File: src/rtl/binary_divider_seq.sv
// rtl/binary_divider_seq.sv - sequential unsigned restoring divider, one quotient bit per clock
module binary_divider_seq #(
  parameter int WIDTH = 4
) (
  input  logic             clk,
  input  logic             rst_n,
  input  logic             start,
  input  logic [WIDTH-1:0] dividend,
  input  logic [WIDTH-1:0] divisor,
  output logic             busy,
  output logic             done,
  output logic [WIDTH-1:0] quotient,
  output logic [WIDTH-1:0] remainder,
  output logic             div_by_zero
);

  localparam int CW = $clog2(WIDTH) + 1;
  localparam logic [CW-1:0] CNT_LAST = CW'(WIDTH - 1);

  typedef enum logic [1:0] {
    IDLE,
    CALC,
    DONE
  } state_t;

  state_t state, state_nxt;

  // dq starts as the dividend and fills with quotient bits from the LSB as it shifts
  logic [WIDTH-1:0] dq;
  logic [WIDTH-1:0] dvs;
  logic [WIDTH-1:0] rem;
  logic [CW-1:0]    cnt;

  logic             accept;
  logic             last;
  logic             dz;
  logic [WIDTH:0]   trial;
  logic [WIDTH:0]   diff;
  logic             qbit;
  logic [WIDTH-1:0] rem_nxt;
  logic [WIDTH-1:0] dq_nxt;

  always_comb begin
    accept = start && (state != CALC);
    last   = (cnt == CNT_LAST);
    dz     = (divisor == '0);
  end

  // The restored remainder is always below the divisor, so only the shifted trial needs WIDTH+1 bits.
  // A clear borrow bit in the subtraction means trial >= divisor.
  always_comb begin
    trial   = {rem, dq[WIDTH-1]};
    diff    = trial - {1'b0, dvs};
    qbit    = ~diff[WIDTH];
    rem_nxt = qbit ? diff[WIDTH-1:0] : trial[WIDTH-1:0];
    dq_nxt  = {dq[WIDTH-2:0], qbit};
  end

  always_ff @(posedge clk or negedge rst_n) begin
    if (!rst_n) begin
      state <= IDLE;
    end else begin
      state <= state_nxt;
    end
  end

  always_comb begin
    state_nxt = state;
    busy      = 1'b0;
    done      = 1'b0;
    case (state)
      IDLE: begin
        if (start) begin
          state_nxt = dz ? DONE : CALC;
        end
      end
      CALC: begin
        busy = 1'b1;
        if (last) begin
          state_nxt = DONE;
        end
      end
      DONE: begin
        done = 1'b1;
        if (start) begin
          state_nxt = dz ? DONE : CALC;
        end else begin
          state_nxt = IDLE;
        end
      end
      default: state_nxt = IDLE;
    endcase
  end

  always_ff @(posedge clk or negedge rst_n) begin
    if (!rst_n) begin
      dq          <= '0;
      dvs         <= '0;
      rem         <= '0;
      cnt         <= '0;
      quotient    <= '0;
      remainder   <= '0;
      div_by_zero <= 1'b0;
    end else if (accept) begin
      if (dz) begin
        quotient    <= '1;
        remainder   <= dividend;
        div_by_zero <= 1'b1;
      end else begin
        dq  <= dividend;
        dvs <= divisor;
        rem <= '0;
        cnt <= '0;
      end
    end else if (state == CALC) begin
      dq  <= dq_nxt;
      rem <= rem_nxt;
      cnt <= cnt + CW'(1);
      if (last) begin
        quotient    <= dq_nxt;
        remainder   <= rem_nxt;
        div_by_zero <= 1'b0;
      end
    end
  end

endmodule

File: config.mk
export PLATFORM = sky130hd
export DESIGN_NAME = binary_divider_seq
export DESIGN_NICKNAME = d
export VERILOG_FILES = /design/src/rtl/binary_divider_seq.sv
export SDC_FILE = /design/constraint.sdc
export NUM_CORES = 1
export LEC_CHECK = 0
export BUFFER_PORTS_ARGS = -buffer_cell sky130_fd_sc_hd__buf_2
export CAP_MARGIN = 20
export CORE_MARGIN = 2
export CORE_UTILIZATION = 60
export CTS_BUF_LIST = sky130_fd_sc_hd__clkbuf_2 sky130_fd_sc_hd__clkbuf_4 sky130_fd_sc_hd__clkbuf_8
export CTS_CLUSTER_DIAMETER = 120
export DETAILED_ROUTE_END_ITERATION = 8
export GPL_ROUTABILITY_DRIVEN = 0
export PLACE_DENSITY = 0.83
export SYNTH_ARGS = -nofsm -noshare
export SYNTH_HDL_FRONTEND = slang
export SYNTH_SLANG_ARGS = --single-unit
File: constraint.sdc
create_clock -name clk -period 6.75 [get_ports clk]
set_input_delay 0.3375 -clock clk [delete_from_list [all_inputs] [get_ports clk]]
set_output_delay 0.3375 -clock clk [all_outputs]
set_load 0.05 [all_outputs]
==> key figures, run 1 <==
Detailed routing
  • Length of the first detailed-routing pass in iterations: 4
  • Antenna-violating nets left: 0
  • Vias/cell: slightly below 6
  • Routed vias: 1081
  • Final WL: 2.85 mm
  • Wirelength per Cell: 15.6 um
  • Initial DRC count: 16
  • DRC viols: 0

Worst setup path
  • R2R setup slack: 4.30 ns
  • R2r startpoint: dq[3]
  • Crit path launch: dq[3]
  • Worst-case reg-to-reg path depth: 8
  • Critical Path RT: 6.95 ns
  • Reg2reg end: remainder[3]
  • Worst Setup End Kind: flop
  • CP arrival: 2.65 ns
  • Startpoint Class: flop
  • Crit Path Category: reg2reg
  • Termination of the worst setup path: remainder[3]
  • Crit path max fanout: 9

CTS
  • CTS HTree Levels: 1
  • Worst-Skew Late Latency: about 0.31 ns
  • CTS tree: built
  • CTS Root Cell: clkbuf_4
  • Num CTS Buffers: 3
  • Clock transition at the registers of the reported paths: between 0.1 and 0.15 ns
  • CTS sink count: 26
  • CTS max path bufs: 2

Global route
  • Pin count of the biggest net entering global routing: 27
  • Vias in the first global route: 1056
  • Grt total ovfl: 0
  • First-pass GRT wire length: 4.77 mm
  • GRT Resource Usage Total: 0.233
  • Initial antenna violation count: 0

Yosys
  • Largest area contributor in the netlist: dfrtp_1
  • Avg Synthesized Cell Area: 10.7 um2
  • Largest cells by area after synthesis: dfrtp_1, ha_1, a22o_1
  • Post-Syn Nets: 154
  • Unique masters post-synth: 39
  • Post-synth EDFFs: 0
  • Cells after Synth: 136
  • Asr flop ratio synth: 1.00
  • Synthesized cell area: 1460 um2
  • YS warnings: 0
  • Synthesized flop and latch total: 26
  • Yosys top cell area share: 0.447
  • Synth Flop Type: dfrtp_1
  • Seq/Total Area, Yosys: 0.447

STA
  • Final setup vio count: 0
  • Unrepaired setup endpoints after global routing: no
  • Hold Vio Cnt, Final: 0
  • Fin crit period: 2.45 ns
  • Pins Over Slew Limit: 0
  • Worst-margin pin slew: 0.604 ns
  • Setup Skew: 0.00286 ns
  • Fmax: 0.408 GHz
  • Setup_tns: 0 ns
  • Slew Limit Headroom: 0.597
  • Final period util: 0.363

Floorplan
  • DIE WIDTH: 53.3 um
  • Cell Rows: 17
  • Core Region: 2250 um2
  • DIE HEIGHT: 53.3 um
  • IO Count: 22
  • Die area: 2840 um2
  • Initial Utilization: 0.646

Layout
  • Layout cells sized above 1: 0.219
  • Nets: between 150 and 200
  • # fillers: 183
  • Area growth syn-to-layout: 8.51%
  • Most frequent cells in the layout: dfrtp_1, buf_2, nand2_1
  • Most common cell after layout, fill and taps aside: dfrtp_1
  • Design area: 1580 um2
  • Final std cells w/o fill: 183
  • Ant diodes: 0

Placed design
  • Cells after DPL: 178
  • Post-Place Cell Area: around 1500 um2
  • PortBufs: 21
  • Hpwl dp: 2.08 mm

Worst hold path
  • Worst hold-check path type: in2reg

Status
  • Outcome: complete, no violations

Flow run
  • Maxcap violations: 0
-- flip-flops by register name (all words and copies together) (netlist names) --
name / flops
dq: 4
dvs: 4
quotient: 4
rem: 4
remainder: 4
cnt: 3
state: 2
div_by_zero: 1
-- area by class of cell --
cell class / count / area [um2] / area share
Tap cell: 28 / 35.0 / 0.0222
Multi-Input combinational cell: 95 / 713 / 0.451
Inverter: 8 / 30.0 / 0.0190
Clock buffer: 4 / 36.3 / 0.0230
Timing Repair Buffer: 22 / 115 / 0.0728
Sequential cell: 26 / 651 / 0.412
-- cells in the mapped netlist (all sizes together) (2+ instances only) --
cell type	count
xor2	2
a41oi	2
mux2i	5
o22a	3
nor2	9
inv	8
nand2	14
nor3	3
a22o	7
a21oi	4
nor4	2
and3	3
nand2b	4
ha	6
buf	7
nor4b	2
dfrtp	26
o21ai	15
-- per-stage QoR --
stage	hold WS [ns]	setup slack [ns]	utilization
floorplan	0.0419	4.51	-
global placement	0.354	4.41	0.680
detailed placement	0.368	4.32	0.680
CTS	0.242	4.31	0.701
global route	0.239	4.19	0.701
finish	0.254	4.30	0.701
-- worst min-delay path by stage --
stage	startpoint	cells past startpoint	end
after floorplan	rst_n	0	cnt[0]
after global placement	rst_n	1	cnt[2]
after detailed placement	rst_n	1	cnt[2]
after CTS	divisor[2]	2	dvs[2]
after global routing	divisor[2]	2	dvs[2]
final	divisor[2]	2	dvs[2]
-- metal layers --
metal	GRT usage	part of all wire	routed length, um	vias up
met5	0	0	0	-
met4	0.103	0.0081	23	0
met3	0.0282	0.019	54	2
met2	0.366	0.50	1430	12
met1	0.322	0.47	1340	544
li1	-	-	-	523
-- kinds of logic (layout without fill, tap and decap cells) --
kind of cell | after synthesis | in the layout | share of synthesized area
mux | 5 | 5 | 0.0344
buf+inv | 15 | 34 | 0.0636
fa+ha+maj | 7 | 7 | 0.0653
flops | 26 | 26 | 0.447
simple gates | 41 | 41 | 0.142
xor+xnor | 3 | 3 | 0.0309
compound gates | 39 | 39 | 0.217
-- critical path: stages (launching register included) --
cell and delay (ns):
dfrtp_1 0.38, inv_1 0.08, ha_1 0.23, fa_1 0.40, nand2b_1 0.19, a21oi_4 0.30, xor2_4 0.18, a2111oi_1 0.43
o22ai_2 0.13
-- repair_timing --
action | in CTS | in global routing
hold endpoints to repair | 12 | 0
hold buffers | 1 | 0
resized for setup | 0 | 0
buffers inserted | 0 | 0
Power of run 1 is not shown: default switching activity piles up to over one toggle a cycle in this logic, so the estimate is an artifact.
==> run 2, diff against run 1 <==
--- a/config.mk
+++ b/config.mk
@@ -8,12 +8,12 @@
 export BUFFER_PORTS_ARGS = -buffer_cell sky130_fd_sc_hd__buf_2
 export CAP_MARGIN = 20
 export CORE_MARGIN = 2
-export CORE_UTILIZATION = 60
+export CORE_UTILIZATION = 58
 export CTS_BUF_LIST = sky130_fd_sc_hd__clkbuf_2 sky130_fd_sc_hd__clkbuf_4 sky130_fd_sc_hd__clkbuf_8
 export CTS_CLUSTER_DIAMETER = 120
 export DETAILED_ROUTE_END_ITERATION = 8
 export GPL_ROUTABILITY_DRIVEN = 0
-export PLACE_DENSITY = 0.83
+export PLACE_DENSITY = 0.81
 export SYNTH_ARGS = -nofsm -noshare
 export SYNTH_HDL_FRONTEND = slang
 export SYNTH_SLANG_ARGS = --single-unit
==> constraint.sdc (replaced) <==
create_clock -name clk -period 2.4 [get_ports clk]
set_input_delay 0.12 -clock clk [delete_from_list [all_inputs] [get_ports clk]]
set_output_delay 0.12 -clock clk [all_outputs]
set_load 0.05 [all_outputs]
==> key figures, run 2 (synthesized netlist as in run 1, its figures left out) <==
Global route
  • Pin count of the biggest net entering global routing: 27 (unchanged)
  • First-pass GRT wire length: 4.50 mm (-5.8%)
  • Grt total ovfl: 0 (unchanged)
  • GRT Resource Usage Total: 0.219 (-0.0141)
  • Initial antenna violation count: 0 (unchanged)
  • Vias in the first global route: 926 (-12%)

Flow run
  • Maxcap violations: 0 (unchanged)

Floorplan
  • Die area: 2930 um2 (+3.2%)
  • Core Region: 2430 um2 (+7.9%)
  • Initial Utilization: 0.599 (-0.0472)
  • IO Count: 22 (unchanged)
  • DIE HEIGHT: 54.1 um (+1.6%)
  • Cell Rows: 18 (+1)
  • DIE WIDTH: 54.1 um (+1.6%)

Layout
  • Area growth syn-to-layout: 14.8%
  • Nets: 181 (+4.0%)
  • Most common cell after layout, fill and taps aside: dfrtp_1
  • Final core occ: 0.687 (-0.0136)
  • Design area: 1670 um2 (+5.8%)
  • Final std cells w/o fill: 192 (+4.9%)
  • Most frequent cells in the layout: dfrtp_1, buf_2, nand2_1
  • Ant diodes: 0 (unchanged)
  • Layout cells sized above 1: 0.272 (+0.0523)

STA
  • Slew Limit Headroom: 0.556 (-0.0414)
  • Final setup vio count: 0 (unchanged)
  • Setup Skew: 0.00285 ns (-0.0000103 ns)
  • Fmax: 0.428 GHz (+5.0%)
  • Hold Vio Cnt, Final: 0 (unchanged)
  • Worst-margin pin slew: 0.666 ns (+0.0621 ns)
  • Unrepaired setup endpoints after global routing: no
  • Fin crit period: 2.34 ns (-0.116 ns)
  • Final period util: 0.973 (+0.610)
  • Worst Hold Slack: 0.0221 ns (-0.232 ns)
  • Pins Over Slew Limit: 0 (unchanged)

Detailed routing
  • Vias/cell: 6.07 (+2.7%)
  • Antenna-violating nets left: 0 (unchanged)
  • Wirelength per Cell: 16.3 um (+4.6%)
  • Length of the first detailed-routing pass in iterations: 4 (unchanged)
  • DRC viols: 0 (unchanged)
  • Final WL: 3.13 mm (+9.8%)
  • Initial DRC count: 39 (+23)
  • Routed vias: 1165 (+7.8%)

Worst setup path
  • Critical path's top delay family: adder cells
  • Worst Path Buf+Inv: 2 (+1)
  • Critical Path RT: 2.68 ns (-4.27 ns)
  • Crit Path Category: reg2reg
  • Largest stage delay, worst path: 0.38 ns (-0.05 ns)
  • Startpoint Class: flop
  • Worst Setup End Kind: flop
  • Max stage delay cell, worst path: dfrtp_1
  • CP cell instances: inv_1 > ha_1 > fa_2 > nand2b_1 > a21oi_4 > xor2_4 > buf_4 > mux2i_2 > a22o_1
  • CP arrival: 2.61 ns (-0.04 ns)
  • Crit path max fanout: 3 (-6)

Placed design
  • PortBufs: 21 (unchanged)
  • Cells after DPL: 181 (+1.7%)
  • Post-Place Cell Area: 1540 um2 (+0.65%)
  • Hpwl dp: 2.02 mm (-2.9%)

CTS
  • CTS max path bufs: 2 (unchanged)
  • CTS tree: built
  • Worst-Skew Late Latency: 0.33 ns (+0.02 ns)
  • CTS HTree Levels: 1 (unchanged)
  • CTS sink count: 26 (unchanged)
  • Clock transition at the registers of the reported paths: 0.14 ns (about the same)
  • CTS Root Cell: clkbuf_4
  • Num CTS Buffers: 3 (unchanged)

Worst hold path
  • Worst hold-check path type: in2reg

Status
  • Outcome: complete, no violations
-- run 2: per-layer routing --
metal / part of all wire / up-vias / GRT usage
met5: 0 / - / 0
met4: 0.0093 / 0 / 0.0750
met3: 0.050 / 4 / 0.0333
met2: 0.47 / 43 / 0.329
met1: 0.47 / 575 / 0.323
li1: - / 543 / -
-- run 2: timing repair --
action                     4_1_cts  5_1_grt
buffers inserted                 3        3
pin swaps                        1        1
hold buffers                     1        0
hold endpoints to repair        26        0
resized for setup                1        3
setup endpoints to repair        2        4
cloned                           0        0
-- run 2: worst paths after layout --
kind                       startpoint           end  slack [ns]  cells past startpoint
max in group asynchronous       rst_n      state[1]        1.72                      2
setup / recovery                dq[3]        rem[1]        0.06                      9
setup reg to reg                dq[3]        rem[1]        0.06                      9
hold reg to reg                cnt[0]        cnt[0]        0.50                      1
min in group asynchronous       rst_n  remainder[1]        0.30                      2
hold / removal             divisor[1]        dvs[1]        0.02                      2
-- run 2: final cells by class --
| cell class | instances | area [um2] |
|---|---|---|
| clock buffer | 4 | 36.3 |
| fill | 183 | 761 |
| inverter | 8 | 30.0 |
| multi-input combinational | 95 | 737 |
| sequential | 26 | 651 |
| tap | 30 | 37.5 |
| timing repair buffer | 29 | 180 |
-- run 2: worst register-to-register path, delay by kind of cell, from the launching register on --
| kind | cells | cell delay [ns] |
|---|---|---|
| fa+ha+maj | 2 | 0.60 |
| compound gates | 2 | 0.39 |
| flops | 1 | 0.38 |
| buf+inv | 2 | 0.26 |
| mux | 1 | 0.25 |
| xor+xnor | 1 | 0.23 |
| simple gates | 1 | 0.19 |
-- run 2: stage by stage --
stage / setup TNS [ns] / setup slack, ns
global placement: 0 / 0.0869
detailed placement: -0.0372 / -0.0372
CTS: 0 / 0.00546
global route: 0 / 0.0112
finish: 0 / 0.0648
floorplan: 0 / 0.161
Power of run 2 is left out for the same reason.
==> run 3, diff against run 2 <==
--- a/config.mk
+++ b/config.mk
@@ -6,7 +6,6 @@
 export NUM_CORES = 1
 export LEC_CHECK = 0
 export BUFFER_PORTS_ARGS = -buffer_cell sky130_fd_sc_hd__buf_2
-export CAP_MARGIN = 20
 export CORE_MARGIN = 2
 export CORE_UTILIZATION = 58
 export CTS_BUF_LIST = sky130_fd_sc_hd__clkbuf_2 sky130_fd_sc_hd__clkbuf_4 sky130_fd_sc_hd__clkbuf_8
==> constraint.sdc (replaced) <==
create_clock -name clk -period 2.6 [get_ports clk]
set_input_delay 0.13 -clock clk [delete_from_list [all_inputs] [get_ports clk]]
set_output_delay 0.13 -clock clk [all_outputs]
set_load 0.05 [all_outputs]
==> key figures, run 3 (synthesized netlist as in run 1, its figures left out) <==
Floorplan
  • DIE WIDTH: 54.1 um (unchanged)
  • Die area: 2930 um2 (unchanged)
  • IO Count: 22 (unchanged)
  • Cell Rows: 18 (unchanged)
  • Initial Utilization: 0.599 (unchanged)
  • DIE HEIGHT: 54.1 um (unchanged)
  • Core Region: 2430 um2 (unchanged)

Layout
  • Final std cells w/o fill: 185 (-3.6%)
  • Area growth syn-to-layout: 10.1%
  • Layout cells sized above 1: 0.226 (-0.0458)
  • Ant diodes: 0 (unchanged)
  • Nets: 174 (-3.9%)
  • Most frequent cells in the layout: dfrtp_1, buf_2, nand2_1
  • Most common cell after layout, fill and taps aside: dfrtp_1

STA
  • Fmax: 0.417 GHz (-2.7%)
  • Setup_tns: 0 ns (unchanged)
  • Slew Limit Headroom: 0.580 (+0.0240)
  • Fin crit period: 2.40 ns (+0.0637 ns)
  • Worst-margin pin slew: 0.630 ns (-0.0361 ns)
  • Unrepaired setup endpoints after global routing: no
  • Final setup vio count: 0 (unchanged)
  • Pins Over Slew Limit: 0 (unchanged)
  • Setup Skew: 0.0162 ns (+0.0133 ns)
  • Final period util: 0.923 (-0.0504)
  • Hold Vio Cnt, Final: 0 (unchanged)

Detailed routing
  • Initial DRC count: 14 (-64%)
  • DRC viols: 0 (unchanged)
  • Length of the first detailed-routing pass in iterations: 4 (unchanged)
  • Final WL: 2.78 mm (-11%)
  • Routed vias: 1071 (-8.1%)
  • Vias/cell: 5.79 (-4.6%)
  • Antenna-violating nets left: 0 (unchanged)
  • Wirelength per Cell: 15.0 um (-7.9%)

Worst setup path
  • Startpoint Class: flop
  • CP arrival: 2.60 ns (about the same)
  • Crit path max fanout: 9 (+6)
  • Worst Setup End Kind: flop
  • Crit Path Category: reg2reg
  • Critical Path RT: 2.80 ns (+0.12 ns)

Global route
  • GRT Resource Usage Total: 0.221 (+0.00171)
  • Pin count of the biggest net entering global routing: 27 (unchanged)
  • Initial antenna violation count: 0 (unchanged)
  • Grt total ovfl: 0 (unchanged)
  • Vias in the first global route: 1042 (+13%)
  • First-pass GRT wire length: 4.65 mm (+3.4%)

Status
  • Outcome: complete, no violations

CTS
  • Num CTS Buffers: 3 (unchanged)
  • Worst-Skew Late Latency: 0.33 ns (about the same)
  • CTS tree: built
  • CTS Root Cell: clkbuf_4
  • CTS sink count: 26 (unchanged)
  • CTS HTree Levels: 1 (unchanged)
  • Clock transition at the registers of the reported paths: 0.15 ns (about the same)
  • CTS max path bufs: 2 (unchanged)

Flow run
  • Maxcap violations: 0 (unchanged)

Placed design
  • Hpwl dp: 2.02 mm (about the same)
  • PortBufs: 21 (unchanged)
  • Cells after DPL: 180 (-0.55%)

Worst hold path
  • Worst hold-check path type: in2reg
-- run 3: final cells by class --
class                      count  area, um2
clock buffer                   3       22.5
clock inverter                 1       30.0
fill                         207        828
inverter                       8       30.0
multi-input combinational     95        718
sequential                    26        651
tap                           30       37.5
timing repair buffer          22        115
-- run 3: routing by layer --
layer,vias to the layer above,routed length [um],track usage
met3,2,69,0.0417
met5,-,0,0
met1,533,1370,0.295
li1,523,-,-
met2,13,1340,0.360
met4,0,4,0.0750
-- run 3: critical path, stage by stage, from the launching register on --
cell,delay (ns)
dfrtp_1,0.39
inv_1,0.07
ha_1,0.22
fa_1,0.40
nand2b_1,0.19
a21oi_4,0.30
xor2_4,0.32
mux2i_1,0.27
o21ai_0,0.10
-- run 3: final timing paths --
check / end / slack (ns) / cells after the start / from
hold reg to reg: quotient[0] / 0.50 / 1 / quotient[0]
max in group asynchronous: dvs[0] / 1.88 / 2 / rst_n
setup / recovery: rem[2] / 0.20 / 8 / dq[3]
setup reg to reg: rem[2] / 0.20 / 8 / dq[3]
min in group asynchronous: remainder[0] / 0.31 / 2 / rst_n
hold / removal: dvs[1] / 0.05 / 2 / divisor[1]
-- run 3: per-stage QoR --
stage	hold WS, ns	util	cell area (um2)	worst slack [ns]
floorplan	-0.166	-	1460	0.361
global placement	0.149	0.632	1540	0.253
detailed placement	0.165	0.632	1540	0.199
CTS	0.0349	0.657	1600	0.176
global route	0.0319	0.659	1600	0.0328
finish	0.0471	0.659	1600	0.201
-- run 3: repair_timing --
item                       in CTS  in global routing
hold buffers                    1                  0
resized for setup               0                  1
hold endpoints to repair       26                  0
setup endpoints to repair       0                  1
setup buffers                   0                  0
Power of run 3 is left out for the same reason.
